[config.mk]
export PLATFORM = sky130hd
export DESIGN_NAME = conv_window_gen
export DESIGN_NICKNAME = d
export VERILOG_FILES = /design/src/rtl/conv_pkg.sv /design/src/rtl/conv_line_buf.sv /design/src/rtl/conv_window_gen.sv
export SDC_FILE = /design/constraint.sdc
export NUM_CORES = 1
export LEC_CHECK = 0
export ABC_AREA = 1
export CORE_ASPECT_RATIO = 1.4
export CORE_MARGIN = 10
export CORE_UTILIZATION = 40
export CTS_CLUSTER_DIAMETER = 80
export DETAILED_ROUTE_END_ITERATION = 16
export GPL_TIMING_DRIVEN = 0
export PLACE_DENSITY = 0.68
export SYNTH_ARGS = -nofsm -noshare
export SYNTH_HDL_FRONTEND = slang
export SYNTH_HIERARCHICAL = 1
export SYNTH_SLANG_ARGS = --single-unit
[constraint.sdc]
create_clock -name clk -period 1.75 [get_ports clk]
set_input_delay 0.35 -clock clk [delete_from_list [all_inputs] [get_ports clk]]
set_output_delay 0.35 -clock clk [all_outputs]
set_load 0.005 [all_outputs]
[src/rtl/conv_pkg.sv]
`default_nettype none
// ============================================================================
// Module   : conv_pkg
// Brief    : Shared types and helpers for the convolution block family.
// Revision : 1.0 - initial release
// ============================================================================
package conv_pkg;

    typedef enum logic [0:0] {
        FILL   = 1'b0,
        STREAM = 1'b1
    } conv_state_t;

    // Never returns 0 so that counters for 1-wide images still get a bit.
    function automatic int clog2(input int value);
        int w;
        w = 1;
        while ((1 << w) < value) w++;
        return w;
    endfunction

    function automatic int win_idx(input int r, input int c, input int k);
        return r * k + c;
    endfunction

endpackage
`default_nettype wire

[src/rtl/conv_line_buf.sv]
`default_nettype none
// ============================================================================
// Module   : conv_line_buf
// Brief    : DEPTH-deep shift register; tap is the sample DEPTH beats old.
// Revision : 1.0 - initial release
// ============================================================================
module conv_line_buf
    import conv_pkg::*;
#(
    parameter int DEPTH = 8,
    parameter int WIDTH = 4
) (
    input  logic             clk,
    input  logic             en,
    input  logic [WIDTH-1:0] din,
    output logic [WIDTH-1:0] tap
);

    logic [WIDTH-1:0] r_mem [DEPTH];

    always_ff @(posedge clk) begin
        if (en) begin
            r_mem[0] <= din;
            for (int i = 1; i < DEPTH; i++) begin
                r_mem[i] <= r_mem[i-1];
            end
        end
    end

    assign tap = r_mem[DEPTH-1];

endmodule
`default_nettype wire

[src/rtl/conv_window_gen.sv]
`default_nettype none
// ============================================================================
// Module   : conv_window_gen
// Brief    : Raster-stream KERNEL x KERNEL sliding-window generator.
//            Optional macro CONV_WIN_LAST_EN adds the win_last output.
// Revision : 1.0 - initial release
// ============================================================================
module conv_window_gen
    import conv_pkg::*;
#(
    parameter int KERNEL = 3,
    parameter int N      = 4,
    parameter int IMG_W  = 8,
    parameter int IMG_H  = 8
) (
    input  logic                       clk,
    input  logic                       rst,
    input  logic [N-1:0]               pix_in,
    input  logic                       pix_valid,
    input  logic                       sof,
    output logic [KERNEL*KERNEL*N-1:0] data2conv,
    output logic                       en_out
`ifdef CONV_WIN_LAST_EN
    ,
    output logic                       win_last
`endif
);

    localparam int c_col_w = clog2(IMG_W);
    localparam int c_row_w = clog2(IMG_H);
    localparam logic [c_col_w-1:0] c_col_max  = c_col_w'(IMG_W - 1);
    localparam logic [c_row_w-1:0] c_row_max  = c_row_w'(IMG_H - 1);
    localparam logic [c_col_w-1:0] c_col_full = c_col_w'(KERNEL - 1);
    localparam logic [c_row_w-1:0] c_row_full = c_row_w'(KERNEL - 1);

    logic [c_col_w-1:0] r_col, w_col_eff, w_col_nxt;
    logic [c_row_w-1:0] r_row, w_row_eff, w_row_nxt;
    logic               w_wrap;
    logic               w_emit;
    conv_state_t        r_state, w_state_next;

    logic [N-1:0]                w_new_col  [KERNEL];
    logic [N-1:0]                r_win      [KERNEL][KERNEL];
    logic [N-1:0]                w_win_next [KERNEL][KERNEL];
    logic [KERNEL*KERNEL*N-1:0]  w_win_flat;

    // Newest row enters from pix_in; older rows come from the line-buffer chain.
    assign w_new_col[KERNEL-1] = pix_in;

    generate
        if (KERNEL > 1) begin : g_lines
            logic [N-1:0] w_lb_in  [KERNEL-1];
            logic [N-1:0] w_lb_tap [KERNEL-1];
            for (genvar j = 0; j < KERNEL - 1; j++) begin : g_line
                if (j == 0) begin : g_first
                    assign w_lb_in[j] = pix_in;
                end else begin : g_chain
                    assign w_lb_in[j] = w_lb_tap[j-1];
                end
                conv_line_buf #(
                    .DEPTH (IMG_W),
                    .WIDTH (N)
                ) u_line_buf (
                    .clk (clk),
                    .en  (pix_valid),
                    .din (w_lb_in[j]),
                    .tap (w_lb_tap[j])
                );
                assign w_new_col[KERNEL-2-j] = w_lb_tap[j];
            end
        end
    endgenerate

    generate
        for (genvar r = 0; r < KERNEL; r++) begin : g_row
            for (genvar c = 0; c < KERNEL; c++) begin : g_col
                if (c < KERNEL - 1) begin : g_shift
                    assign w_win_next[r][c] = r_win[r][c+1];
                end else begin : g_load
                    assign w_win_next[r][c] = w_new_col[r];
                end
                assign w_win_flat[win_idx(r, c, KERNEL)*N +: N] = w_win_next[r][c];
            end
        end
    endgenerate

    // sof forces the accepted beat to (0,0) whatever the counters say.
    always_comb begin
        w_col_eff = sof ? '0 : r_col;
        w_row_eff = sof ? '0 : r_row;
        w_wrap    = (w_col_eff == c_col_max) && (w_row_eff == c_row_max);
        w_col_nxt = (w_col_eff == c_col_max) ? '0 : w_col_eff + c_col_w'(1);
        w_row_nxt = w_row_eff;
        if (w_col_eff == c_col_max) begin
            w_row_nxt = (w_row_eff == c_row_max) ? '0 : w_row_eff + c_row_w'(1);
        end
    end

    always_comb begin
        w_state_next = r_state;
        w_emit       = 1'b0;
        if (pix_valid) begin
            w_emit = (w_col_eff >= c_col_full) &&
                     (((r_state == STREAM) && !sof) || (w_row_eff == c_row_full));
            if (w_wrap) begin
                w_state_next = FILL;
            end else if (w_row_eff == c_row_full) begin
                w_state_next = STREAM;
            end else if (sof) begin
                w_state_next = FILL;
            end
        end
    end

    always_ff @(posedge clk) begin
        if (rst) begin
            r_state <= FILL;
        end else begin
            r_state <= w_state_next;
        end
    end

    always_ff @(posedge clk) begin
        if (rst) begin
            r_col     <= '0;
            r_row     <= '0;
            en_out    <= 1'b0;
            data2conv <= '0;
        end else begin
            en_out <= w_emit;
            if (pix_valid) begin
                r_col <= w_col_nxt;
                r_row <= w_row_nxt;
            end
            if (w_emit) begin
                data2conv <= w_win_flat;
            end
        end
    end

    // Window storage is masked by the emit gate, so it needs no reset.
    always_ff @(posedge clk) begin
        if (pix_valid) begin
            r_win <= w_win_next;
        end
    end

`ifdef CONV_WIN_LAST_EN
    always_ff @(posedge clk) begin
        if (rst) begin
            win_last <= 1'b0;
        end else begin
            win_last <= w_emit && w_wrap;
        end
    end
`endif

endmodule
`default_nettype wire

# Word-level counts from Yosys, hierarchy flattened
# Memory sizes are Yosys's and may differ from the RTL's.
# Index checks and enable logic that the tools add are counted.
[classes]
n_addsub = 2
n_lt_le_gt_ge = 1
eq_ne = 3
mux = 11
n_reduce_logical = 7
[ops]
columns = ["op", "n"]
rows = [
  ["$mux W3", 5],
  ["$add A3 B1 Y3 const B", 2],
  ["$eq A3 B3 Y1 const B", 2],
  ["$mux W1", 6],
  ["$eq A3 B2 Y1 const B", 1],
  ["$ge A3 B2 Y1 const B", 1],
  ["$logic_and A1 B1 Y1", 3],
  ["$reduce_bool A3 Y1", 1],
  ["$reduce_and A2 Y1", 1],
  ["$logic_not A1 Y1", 1],
  ["$logic_or A1 B1 Y1", 1],
]
[totals]
regBits = 68
ram_bits = 64
in_bits = 8
elab_cells = 37
n_memories = 2
[memory_table]
columns = ["memory", "words", "word_bits", "rd", "rd_ports_with_merged_regs", "wr", "line", "text"]
rows = [
  ["g_lines.g_line[0].u_line_buf.r_mem", 8, 4, 8, 0, 8, "conv_line_buf.sv:19", "logic [WIDTH-1:0] r_mem [DEPTH];"],
  ["g_lines.g_line[1].u_line_buf.r_mem", 8, 4, 8, 0, 8, "conv_line_buf.sv:19", ""],
]

# Depth between registers and ports, before layout
[logic_depth]
depth_word = 5
mapped_depth = 11
ltp_nobuf = 10

# Hierarchy
# The synthesis kept the hierarchy.
[modules_own_cells]
columns = ["mod", "n_inst", "cells_each", "area_per_inst_um2", "seq_area_each_um2"]
rows = [
  ["conv_window_gen", 1, 321, 3189.3, 1601.5],
  ["conv_line_buf", 2, 36, 991.0, 960.9],
]

# Worst setup path after synthesis
# OpenSTA, ideal clock, no wires.
[synth_timing]
kind = "input to register"
start = "in sof"
end = "reg data2conv[10]"
setup_time_ns = 0.113
arrival_time_ns = 1.263
t_required_ns = 1.637
slack_ns = 0.374
cell_stages = 9
n_path_buf = 1
path_cell_list = "inv_4 nand2_4 inv_1 ha_1 inv_1 nand3_4 buf_6 a21oi_2 nor2_1"
[synth_between]
elab_chain_len = 5
elab_cells_between_ends = 9
classes_between = "order compare: 1; eq/ne: 1; mux: 3; reduce/logical: 4"
[synth_lines]
columns = ["element", "line", "text"]
rows = [
  ["start, declared", "conv_window_gen.sv:20", "input logic sof,"],
  ["branches (longest 3 deep; another with $ge A3 B2 Y1)", "n/a", ""],
  ["$logic_and A1 B1 Y1 *", "conv_window_gen.sv:103", "w_emit = (w_col_eff >= c_col_full) &&"],
  ["$mux W1 *", "conv_window_gen.sv:102", "if (pix_valid) begin"],
  ["end signal, assigned", "conv_window_gen.sv:136", "data2conv <= w_win_flat;"],
  ["end, declared", "conv_window_gen.sv:21", "output logic [KERNEL*KERNEL*N-1:0] data2conv,"],
]
# Mark *: on every way between the ends.
# A chain may end at the register's enable or synchronous reset.

# Worst setup path after layout
[layout_timing]
start = "reg data2conv[21]"
end = "out data2conv[21]"
# No word-level cell between the ends.

==> key figures <==
Global route
  – Largest net degree at the start of global routing: 57
  – Global Route Usage Sum: 10.8%
  – Initial antenna violation count: 0
  – Grt total ovfl: 0
  – First-pass GRT wire length: 15000 µm
  – Vias in the first global route: 2970

Yosys
  – Multiplexer area fraction after synthesis: 0%
  – Most frequent cell after synthesis: edfxtp_1
  – Post-Synth XOR/XNOR Area: 0%
  – Warnings from Yosys: 6
  – Largest family of logic cells by synthesized area: simple AND/OR/NAND/NOR gates
  – Top post-synthesis cells by count: 88 x edfxtp_1, 49 x nand2_1, 46 x inv_1
  – Seq/Total Area, Yosys: 68.1%
  – Synthesized Nets: 407
  – Post-Syn Instances: approximately 390
  – Syn Area/Cell: 13.2 µm²
  – Synth Area in Simple Gates: between 10% and 20%
  – Synthesized area: 0.00517 mm²
  – Yosys top cell area share: 51.1%
  – Post-synth EDFFs: 88
  – Number of synthesized register bits: about 130
  – Fraction of the mapped netlist area in compound gates: between 7 and 8%
  – Synth cell types: 22
  – Synth Area in Adders: ~1.5%
  – Top post-synthesis cells by area: edfxtp_1 51%, dfxtp_1 17%, nand3_2 6.6%
  – Main synth FF type: edfxtp_1
  – Top cell type by total area after synthesis: edfxtp_1
  – Async set or reset register ratio after synthesis: 0%

Clock tree
  – Root Driver: clkbuf_16
  – Clk pin slew, worst setup/hold paths: 0.06 ns
  – CTS Buf Count: 17
  – CTS tree: built
  – Max Root-Sink Buffers: 2
  – H-tree lvl count: 4
  – Sinks on Clock Net: 132
  – Worst-skew pair later-pin latency: approximately 0.4 ns

Floorplan
  – Die Ht: 155 µm
  – Io pins: 45
  – Core Area: 0.0128 mm²
  – FP Rows: 49
  – Starting Density: 40.6%
  – Die width: 116 µm
  – Full die area: 0.0179 mm²

STA
  – Worst Skew: between 0.007 and 0.008 ns
  – Final Hold Viols: 0
  – RSZ-0062 raised after global routing: no
  – Final Setup Violations: 0
  – Worst-Margin Slew: 0.478 ns
  – Final Critical Period: about 1.7 ns
  – Pins Over Slew Limit: 0
  – Fmax: 600 MHz
  – Slew HR: 68.1%
  – Period Utilization, post-route: 95.2%

Worst setup path
  – Reg2reg start: r_col[1]$_SDFFE_PP0P_
  – Reg-to-reg endpoint: data2conv[33]$_SDFFE_PP0P_
  – Worst-path fanout max: 2
  – Setup CP Type: flop to output port
  – Crit path DAT: 1.32 ns
  – WP data required: 1.40 ns
  – Critical path capture point type: output port
  – Critical path buffer and inverter count: 1
  – R2R depth: 8
  – Worst setup SP type: flop
  – CP max stage delay: 0.54 ns
  – Worst path top cell family by delay: buffers and inverters
  – Stages on worst setup path: 1
  – Ordered list of cells on the worst path: clkdlybuf4s50_1
  – R2r setup slk: 0.22 ns
  – Slowest CP cell: clkdlybuf4s50_1

Placement
  – Port buffer count: between 40 and 50
  – GPL Wtd Cong: 0.752
  – Final HPWL DP: ~6000 µm
  – Placed cell area: 0.00583 mm²
  – Cell count after placement: 591

Layout
  – Synthesis-to-finish area growth: 25.0%
  – Core Util, Final: approximately half
  – Layout Cells excl Fill: 626
  – ANT cells: 0
  – Nets: ~470
  – Layout cells sized above 1: 28.8%
  – Layout fillers: 1105
  – Final instance area: 0.00646 mm²

Worst hold path
  – Min-delay src: g_lines.g_line[1].u_line_buf/r_mem[1][3]$_DFFE_PP_
  – Hold Path Sink: g_lines.g_line[1].u_line_buf/r_mem[1][7]$_DFFE_PP_
  – Hold depth: 0
  – Hold/Removal Path Class: flop to flop

Drt
  – Drt total wl: 9150 µm
  – Total number of vias: 2908
  – Via density: 4.65
  – DR pass1 iterations: 4
  – Routed WL per cell: 14.6 µm
  – DRT iter0 DRCs: approximately 170
  – Routed Antenna Nets: 0
  – Drt drc: 0

Run
  – Max cap viols: 0

Power
  – Leak Pwr: 2.53 nW
  – Power Density: ~1100 mW/mm²
  – Maximum vdd drop: about 0.66 mV

Status
  – Status: finished, final reports clean
-- state kept, by name (all words and copies together) (netlist names) --
name and cells:
r_win 24, g_lines.g_line.u_line_buf/r_mem 64, r_row 3, r_col 3
r_state 1, en_out 1, data2conv 36
-- per-layer routing --
metal	global-route usage, %	share of wire (%)
met5	0	0
met4	4.96	1.6
met1	12.5	43
met3	4.34	6.9
met2	16.9	49
-- cell usage in the layout (no fill, tap or decap) --
| master | instances |
|---|---|
| or2_2 | 1 |
| a21oi_1 | 5 |
| nand3_1 | 3 |
| clkbuf_8 | 4 |
| clkbuf_16 | 18 |
| a21oi_2 | 36 |
| nand2_8 | 1 |
| dfxtp_1 | 44 |
| nand3_4 | 2 |
| o21ai_0 | 3 |
| clkbuf_1 | 7 |
| nand2_2 | 1 |
| nand3_2 | 34 |
| nand2_1 | 49 |
| clkdlybuf4s50_1 | 41 |
| buf_2 | 4 |
| nand2_4 | 3 |
| inv_2 | 1 |
| nor2_1 | 41 |
| edfxtp_1 | 88 |
| o21ai_1 | 1 |
| clkinv_2 | 1 |
| inv_4 | 1 |
| inv_1 | 46 |
| buf_6 | 14 |
| a22oi_1 | 1 |
| dlymetal6s2s_1 | 2 |
| buf_4 | 12 |
| buf_16 | 1 |
| bufinv_16 | 2 |
| ha_1 | 6 |
-- how the worst max path moves through the flow --
stage,end,from,slack [ns]
2_1_floorplan,data2conv[10]$_SDFFE_PP0P_,sof,0.37
3_3_place_gp,data2conv[15]$_SDFFE_PP0P_,pix_valid,-3.03
3_5_place_dp,data2conv[33]$_SDFFE_PP0P_,sof,-0.44
4_1_cts,data2conv[33]$_SDFFE_PP0P_,sof,-0.01
5_1_grt,data2conv[21],data2conv[21]$_SDFFE_PP0P_,0.02
6_report,data2conv[21],data2conv[21]$_SDFFE_PP0P_,0.08
-- through the flow --
step / setup WS, ns / setup TNS, ns / hold WS (ns) / power (mW)
2_1_floorplan: 0.374 / 0 / 0.400 / 3.75
3_3_place_gp: -3.03 / -322.43 / 0.403 / 3.87
3_5_place_dp: -0.440 / -16.21 / 0.405 / 3.88
4_1_cts: -0.00993 / -0.00993 / 0.413 / 7.41
5_1_grt: 0.0178 / 0 / 0.419 / 7.61
6_report: 0.0846 / 0 / 0.407 / 7.34
-- timing repair --
action	4_1_cts	5_1_grt
hold buffers	0	0
gates resized for setup	1	3
pin swaps	1	1
endpoints found under the setup margin	2	41
cloned	0	1
setup buffers	0	2
-- cell type report --
cell class,instances,area (µm²),area share (%)
clock inverter,3,65.1,1.01
timing repair buffer,47,485,7.51
inverter,48,183,2.83
tap,153,191,2.96
clock buffer,29,532,8.23
multi-input combinational,187,1240,19.1
sequential,132,3520,54.5
buffer,27,245,3.79
-- where the power goes --
| group | internal (mW) | total [mW] | switching (mW) |
|---|---|---|---|
| Sequential | 3.47 | 3.51 | 0.0377 |
| Clock | 2.33 | 3.51 | 1.18 |
| Combinational | 0.101 | 0.318 | 0.217 |
-- kinds of logic (layout without fill, tap and decap cells) --
kind of cell               after synthesis  in the layout
and+or+nand+nor                        134            135
DFF                                    132            132
buffers and inverters                   75            154
AOI/OAI and AO/OA                       46             46
adders and majority gates                6              6
Power figures use the tool's default switching activity.
